===== src/rtl/flt_seq_pkg.sv =====
// Shared types and constants for the float16 job sequencer.
// States, operand layout, default byte addresses and the operand load order.
package flt_seq_pkg;

    typedef enum logic [2:0] {
        IDLE  = 3'd0,
        PRST  = 3'd1,
        LOAD  = 3'd2,
        START = 3'd3,
        WAIT  = 3'd4,
        RD    = 3'd5,
        OUT   = 3'd6
    } seq_state_t;

    typedef struct packed {
        logic       sign;
        logic [4:0] exponent;
        logic [9:0] mant;
    } flt16_t;

    localparam int DEF_IN_BASE  = 8;
    localparam int DEF_OUT_BASE = 12;

    // Entry k sits at bits [2k+1:2k] as {operand_is_b, high_byte}.
    // Load order: a.lo, a.hi, b.lo, b.hi (little-endian, a first).
    localparam logic [7:0] BYTE_ORDER = {2'b11, 2'b10, 2'b01, 2'b00};

    function automatic logic [7:0] load_byte(input flt16_t a, input flt16_t b,
                                             input logic [1:0] k);
        logic [1:0]  sel;
        logic [15:0] word;
        sel = BYTE_ORDER[{k, 1'b0} +: 2];
        if (sel[1]) begin
            word = b;
        end else begin
            word = a;
        end
        if (sel[0]) begin
            load_byte = word[15:8];
        end else begin
            load_byte = word[7:0];
        end
    endfunction

endpackage


===== src/rtl/flt_seq_cyc_counter.sv =====
// Saturating cycle counter with synchronous clear, count enable and an
// optional compare against LIMIT (hit is forced low when lim_en is 0).
module flt_seq_cyc_counter #(
    parameter int W     = 16,
    parameter int LIMIT = 25000
) (
    input  logic         clk,
    input  logic         reset,
    input  logic         clr,
    input  logic         en,
    input  logic         lim_en,
    output logic [W-1:0] count,
    output logic         hit
);

    logic [W-1:0] count_r;

    // Count up while enabled, sticking at all-ones; clear wins over enable.
    always_ff @(posedge clk) begin
        if (reset) begin
            count_r <= {W{1'b0}};
        end else if (clr) begin
            count_r <= {W{1'b0}};
        end else if (en && (count_r != {W{1'b1}})) begin
            count_r <= count_r + {{(W-1){1'b0}}, 1'b1};
        end else begin
            count_r <= count_r;
        end
    end

    assign count = count_r;
    assign hit   = lim_en && (count_r == W'(LIMIT));

endmodule


===== src/rtl/flt_job_sequencer.sv =====
// Front end for the float16 add program: accepts an operand pair, resets the
// processor, loads the operands into data memory, starts it, waits for ack,
// reads the result back and presents it with the elapsed cycle count.
// Optional watchdog: define FLT_SEQ_WATCHDOG_EN to abandon WAIT after
// WD_LIMIT cycles and flag the result with res_timeout. Without the macro
// WAIT is unbounded and res_timeout stays 0.
module flt_job_sequencer
    import flt_seq_pkg::*;
#(
    parameter int IN_BASE  = DEF_IN_BASE,
    parameter int OUT_BASE = DEF_OUT_BASE,
    parameter int CYC_W    = 16,
    parameter int WD_LIMIT = 25000
) (
    input  logic             clk,
    input  logic             reset,
    input  logic             op_valid,
    output logic             op_ready,
    input  logic [15:0]      op_a,
    input  logic [15:0]      op_b,
    output logic             res_valid,
    input  logic             res_ready,
    output logic [15:0]      res_data,
    output logic [CYC_W-1:0] res_cycles,
    output logic             res_timeout,
    output logic             proc_reset,
    output logic             proc_start,
    input  logic             proc_ack,
    output logic             dm_we,
    output logic [7:0]       dm_addr,
    output logic [7:0]       dm_wdata,
    input  logic [7:0]       dm_rdata
);

`ifdef FLT_SEQ_WATCHDOG_EN
    localparam logic WD_EN = 1'b1;
`else
    localparam logic WD_EN = 1'b0;
`endif

    seq_state_t       state_r, state_s;
    logic [1:0]       k_r, k_s;
    flt16_t           a_r, a_s, b_r, b_s;
    logic             ready_r, ready_s, valid_r, valid_s;
    logic             prst_r, prst_s, start_r, start_s;
    logic             we_r, we_s, timeout_r, timeout_s;
    logic [7:0]       addr_r, addr_s, wdata_r, wdata_s;
    logic [15:0]      data_r, data_s;
    logic [CYC_W-1:0] cyc_r, cyc_s, cnt_s;
    logic             cnt_clr_s, cnt_en_s, wd_hit_s;

    flt_seq_cyc_counter #(.W(CYC_W), .LIMIT(WD_LIMIT)) u_cyc (
        .clk    (clk),
        .reset  (reset),
        .clr    (cnt_clr_s),
        .en     (cnt_en_s),
        .lim_en (WD_EN),
        .count  (cnt_s),
        .hit    (wd_hit_s)
    );

    // Next state and next values of every registered output.
    always_comb begin
        state_s   = state_r;
        k_s       = k_r;
        a_s       = a_r;
        b_s       = b_r;
        ready_s   = 1'b0;
        valid_s   = 1'b0;
        prst_s    = 1'b0;
        start_s   = 1'b0;
        we_s      = 1'b0;
        addr_s    = 8'h00;
        wdata_s   = 8'h00;
        data_s    = data_r;
        cyc_s     = cyc_r;
        timeout_s = timeout_r;
        cnt_clr_s = 1'b0;
        cnt_en_s  = 1'b0;
        case (state_r)
            IDLE: begin
                if (op_valid && ready_r) begin
                    a_s     = op_a;
                    b_s     = op_b;
                    prst_s  = 1'b1;
                    state_s = PRST;
                end else begin
                    ready_s = 1'b1;
                end
            end
            PRST: begin
                k_s     = 2'd0;
                we_s    = 1'b1;
                addr_s  = 8'(IN_BASE);
                wdata_s = load_byte(a_r, b_r, 2'd0);
                state_s = LOAD;
            end
            LOAD: begin
                if (k_r == 2'd3) begin
                    start_s = 1'b1;
                    state_s = START;
                end else begin
                    k_s     = k_r + 2'd1;
                    we_s    = 1'b1;
                    addr_s  = 8'(IN_BASE) + {6'd0, k_s};
                    wdata_s = load_byte(a_r, b_r, k_s);
                end
            end
            START: begin
                cnt_clr_s = 1'b1;
                state_s   = WAIT;
            end
            WAIT: begin
                // cnt_s is 0 only in the first WAIT cycle, where a lagging
                // ack from the previous job may still be visible.
                if (proc_ack && (cnt_s != {CYC_W{1'b0}})) begin
                    cnt_en_s  = 1'b1;
                    timeout_s = 1'b0;
                    k_s       = 2'd0;
                    addr_s    = 8'(OUT_BASE);
                    state_s   = RD;
                end else if (wd_hit_s) begin
                    timeout_s = 1'b1;
                    k_s       = 2'd0;
                    addr_s    = 8'(OUT_BASE);
                    state_s   = RD;
                end else begin
                    cnt_en_s  = 1'b1;
                end
            end
            RD: begin
                case (k_r)
                    2'd0: begin
                        addr_s = 8'(OUT_BASE) + 8'd1;
                        k_s    = 2'd1;
                    end
                    2'd1: begin
                        data_s[7:0] = dm_rdata;
                        k_s         = 2'd2;
                    end
                    2'd2: begin
                        data_s[15:8] = dm_rdata;
                        cyc_s        = cnt_s;
                        valid_s      = 1'b1;
                        state_s      = OUT;
                    end
                    default: begin
                        ready_s = 1'b1;
                        state_s = IDLE;
                    end
                endcase
            end
            OUT: begin
                if (res_ready) begin
                    ready_s = 1'b1;
                    state_s = IDLE;
                end else begin
                    valid_s = 1'b1;
                end
            end
            default: begin
                ready_s = 1'b1;
                state_s = IDLE;
            end
        endcase
    end

    // State and output registers; reset holds the processor in reset.
    always_ff @(posedge clk) begin
        if (reset) begin
            state_r   <= IDLE;
            k_r       <= 2'd0;
            a_r       <= 16'h0000;
            b_r       <= 16'h0000;
            ready_r   <= 1'b1;
            valid_r   <= 1'b0;
            prst_r    <= 1'b1;
            start_r   <= 1'b0;
            we_r      <= 1'b0;
            addr_r    <= 8'h00;
            wdata_r   <= 8'h00;
            data_r    <= 16'h0000;
            cyc_r     <= {CYC_W{1'b0}};
            timeout_r <= 1'b0;
        end else begin
            state_r   <= state_s;
            k_r       <= k_s;
            a_r       <= a_s;
            b_r       <= b_s;
            ready_r   <= ready_s;
            valid_r   <= valid_s;
            prst_r    <= prst_s;
            start_r   <= start_s;
            we_r      <= we_s;
            addr_r    <= addr_s;
            wdata_r   <= wdata_s;
            data_r    <= data_s;
            cyc_r     <= cyc_s;
            timeout_r <= timeout_s;
        end
    end

    assign op_ready    = ready_r;
    assign res_valid   = valid_r;
    assign res_data    = data_r;
    assign res_cycles  = cyc_r;
    assign res_timeout = timeout_r;
    assign proc_reset  = prst_r;
    assign proc_start  = start_r;
    assign dm_we       = we_r;
    assign dm_addr     = addr_r;
    assign dm_wdata    = wdata_r;

endmodule


===== config.mk =====
export PLATFORM = sky130hd
export DESIGN_NAME = flt_job_sequencer
export DESIGN_NICKNAME = d
export VERILOG_FILES = /design/src/rtl/flt_seq_pkg.sv /design/src/rtl/flt_seq_cyc_counter.sv /design/src/rtl/flt_job_sequencer.sv
export SDC_FILE = /design/constraint.sdc
export NUM_CORES = 1
export LEC_CHECK = 0
export ABC_AREA = 1
export CORE_UTILIZATION = 46
export CTS_CLUSTER_DIAMETER = 80
export DETAILED_ROUTE_END_ITERATION = 10
export PLACE_DENSITY_LB_ADDON = 0.2
export SLEW_MARGIN = 20
export SYNTH_ARGS = -nofsm -noshare
export SYNTH_HDL_FRONTEND = slang
export SYNTH_HIERARCHICAL = 1
export SYNTH_SLANG_ARGS = --single-unit

===== constraint.sdc =====
create_clock -name clk -period 2.08 [get_ports clk]
set_input_delay 0.52 -clock clk [delete_from_list [all_inputs] [get_ports clk]]
set_output_delay 0.52 -clock clk [all_outputs]
set_load 0.03 [all_outputs]

==> impl_metrics.yaml <==
sta:
  finalHoldViolations: 0
  period_share: 0.9319
  setup_viol: 0
  tightest_slew_ns: 0.6058
  drv_slew: 0
  fmax_mhz: 515.9
  worst_slack_ns: 0.1416
  slew_headroom: 0.5957
  min_period_ns: 1.938
  fin_skew_ns: 0.01419
  rsz0062_at_grt: "no"
clocking:
  cts_buffers: 9
  hold_buffers: 0
  cts_buffer_depth: 2
  insertion_delay_ns: 0.37
  cts_tree: "yes"
  cts_max_level: 3
  root_buffer: "clkbuf_8"
  clk_pin_slew_worst_paths_ns: 0.10
  cts_sinks: 103
worst_setup_path:
  worstPathCellList: "clkdlybuf4s50_1"
  arrival_ns: 1.42
  end_kind: "output port"
  crit_path_top_delay_cell: "clkdlybuf4s50_1"
  critical_path_class: "reg2out"
  crit_path_start_kind: "flop"
  worst-path-buf-inv: 1
  worstPathMaxFanout: 2
  crit_required_ns: 1.56
  crit_family: "buffers and inverters"
  cpPeakStageDelay_ns: 0.70
drt:
  wirelength_mm: 12.57
  vias_per_cell: 5.157
  drc: 0
  vias: 4564
  drtIter0Drc: 135
  firstDrtPassIters: 5
  ant_nets: 0
  wire_per_inst_um: 14.20
cells_and_area:
  final_cell_mix: "126 x nor2_1, 103 x dfxtp_1, 95 x nand2_1"
  fill_cells: 923
  final_core_util: 0.6065
  drive_gt1_frac: 0.08644
  final_net_count: 799
  layout_commonest_cell: "nor2_1"
  n_antenna_cell: 0
  syn2layout_area_growth_pct: 27.41
min_path:
  min_path_type: "reg2reg"
synth:
  ys_ff_latch: 103
  synth_warnings: 6
  synth.distinct_cells: 33
  synth_area_mm2: 0.004674
  yosysSeqAreaShare: 0.4411
  synthCells: 658
  avgSynthCellArea_um2: 7.104
floorplan:
  dieWidth_um: 102.8
  fp.dieArea_mm2: 0.01057
  die_h_um: 102.8
  core_area_mm2: 0.009819
  num_io_pins: 99
  rows: 36
  start_util: 0.4760
status:
  status: "complete, no violations"
placement:
  hpwlAfterDp_mm: 8.751
  gp_congestion: 0.9106
  io_buffers: 94
  place_ws_ns: -0.07396
grt:
  first_global_vias: 4194
  grt_start_max_net_pins: 66
  antenna_found_initial: 0
  grt_pass1_wl_mm: 20.04
  grt_overflow: 0
  track_usage: 0.2473
pwr:
  p_leak_nw: 2.410
  p_per_area_mw_per_mm2: 1035
  ir_drop_mv: 0.5183
run:
  maxCapViolCount: 0
[final timing paths]
check	startpoint	endpoint	slack [ns]	cells past startpoint
worst max-delay path	res_cycles[5]	res_cycles[5]	0.14	1
worst max register to register	k_r[1]	dm_wdata[5]	0.22	7
worst min register to register	b_r[4]	b_r[4]	0.44	2
worst min-delay path	b_r[4]	b_r[4]	0.44	2
[worst min-delay path: stages, from the launching register on]
cell	delay [ns]
dfxtp_1	0.31
inv_1	0.04
a21oi_1	0.05
[logic make-up (layout without fill, tap and decap cells)]
group | Yosys count | after routing | share of synthesized area
AOI/OAI and AO/OA | 161 | 161 | 0.1743
xor gates and xnor gates | 1 | 1 | 0.001874
adders and majority gates | 7 | 7 | 0.01874
buffers and inverters | 101 | 191 | 0.09235
DFF | 103 | 103 | 0.4411
other | 1 | 5 | 0.0008022
and+or+nand+nor | 284 | 284 | 0.2709
[metrics by stage]
step | instances | hold slack, ns | TNS (ns) | cell area, um^2 | power, W
6_report | 885 | 0.4415 | 0 | 5956 | 0.006165
5_1_grt | 885 | 0.4641 | 0 | 5956 | 0.006615
4_1_cts | 885 | 0.4465 | 0 | 5943 | 0.006153
3_5_place_dp | 869 | 0.4315 | -0.2404 | 5738 | 0.004860
3_3_place_gp | 869 | 0.4288 | 0 | 5738 | 0.004798
2_1_floorplan | 662 | 0.4205 | 0 | 4690 | 0.004178
[where the power goes]
group          switching [W]  internal (W)
sequential          0.000198       0.00228
combinational        0.00155      0.000850
clock               0.000692      0.000594
total                0.00244       0.00372
[cell usage after synthesis]
library cell | count | area share
a21oi_1 | 79 | 0.085
a221o_1 | 1 | 0.0021
a31oi_1 | 2 | 0.0027
and2_1 | 1 | 0.0013
buf_2 | 13 | 0.014
buf_4 | 7 | 0.011
buf_6 | 1 | 0.0024
clkbuf_1 | 10 | 0.0080
clkinv_1 | 1 | 0.00080
conb_1 | 1 | 0.00080
dfxtp_1 | 103 | 0.44
ha_1 | 7 | 0.019
inv_1 | 61 | 0.049
inv_2 | 7 | 0.0056
inv_4 | 1 | 0.0013
nand2_1 | 95 | 0.076
nand2_2 | 6 | 0.0080
nand2_8 | 1 | 0.0043
nand3_1 | 19 | 0.020
nand3_2 | 4 | 0.0086
nand3_4 | 1 | 0.0037
nand3b_1 | 1 | 0.0016
nand4_1 | 8 | 0.011
nand4_4 | 1 | 0.0046
nor2_1 | 128 | 0.10
nor2_2 | 8 | 0.011
nor2_4 | 3 | 0.0072
nor3_1 | 6 | 0.0064
nor3_2 | 2 | 0.0043
o21ai_0 | 77 | 0.082
o21ai_1 | 1 | 0.0011
o22ai_1 | 1 | 0.0013
xor2_1 | 1 | 0.0019
[layout make-up]
class,count,area (um^2),area share
Clock inverter,6,67.56,0.01134
Tap cell,133,166.4,0.02794
Timing Repair Buffer,105,1049,0.1761
Sequential cell,103,2062,0.3462
Clock buffer,10,137.6,0.02311
Multi-Input combinational cell,458,2205,0.3702
Inverter,70,269.0,0.04517
[state kept, by name, indices dropped and copies added, names as in the netlist, 2 cells and up]
| register | flops |
|---|---|
| a_r | 16 |
| b_r | 16 |
| dm_addr | 4 |
| dm_wdata | 8 |
| k_r | 2 |
| res_cycles | 16 |
| res_data | 16 |
| state_r | 3 |
| u_cyc/count | 16 |
[layer usage]
metal	wire, um	global-route usage	share of wire
met1	5693	0.3145	0.45
met2	5866	0.4108	0.47
met3	850	0.06780	0.068
met4	155	0.07151	0.012
met5	0	0	0
[what timing repair did]
item                                    in CTS  in global routing
setup buffers                                0                  0
resized for setup                            0                  4
endpoints found under the setup margin       0                  5
Note: power is estimated with default switching activity, not from simulation.
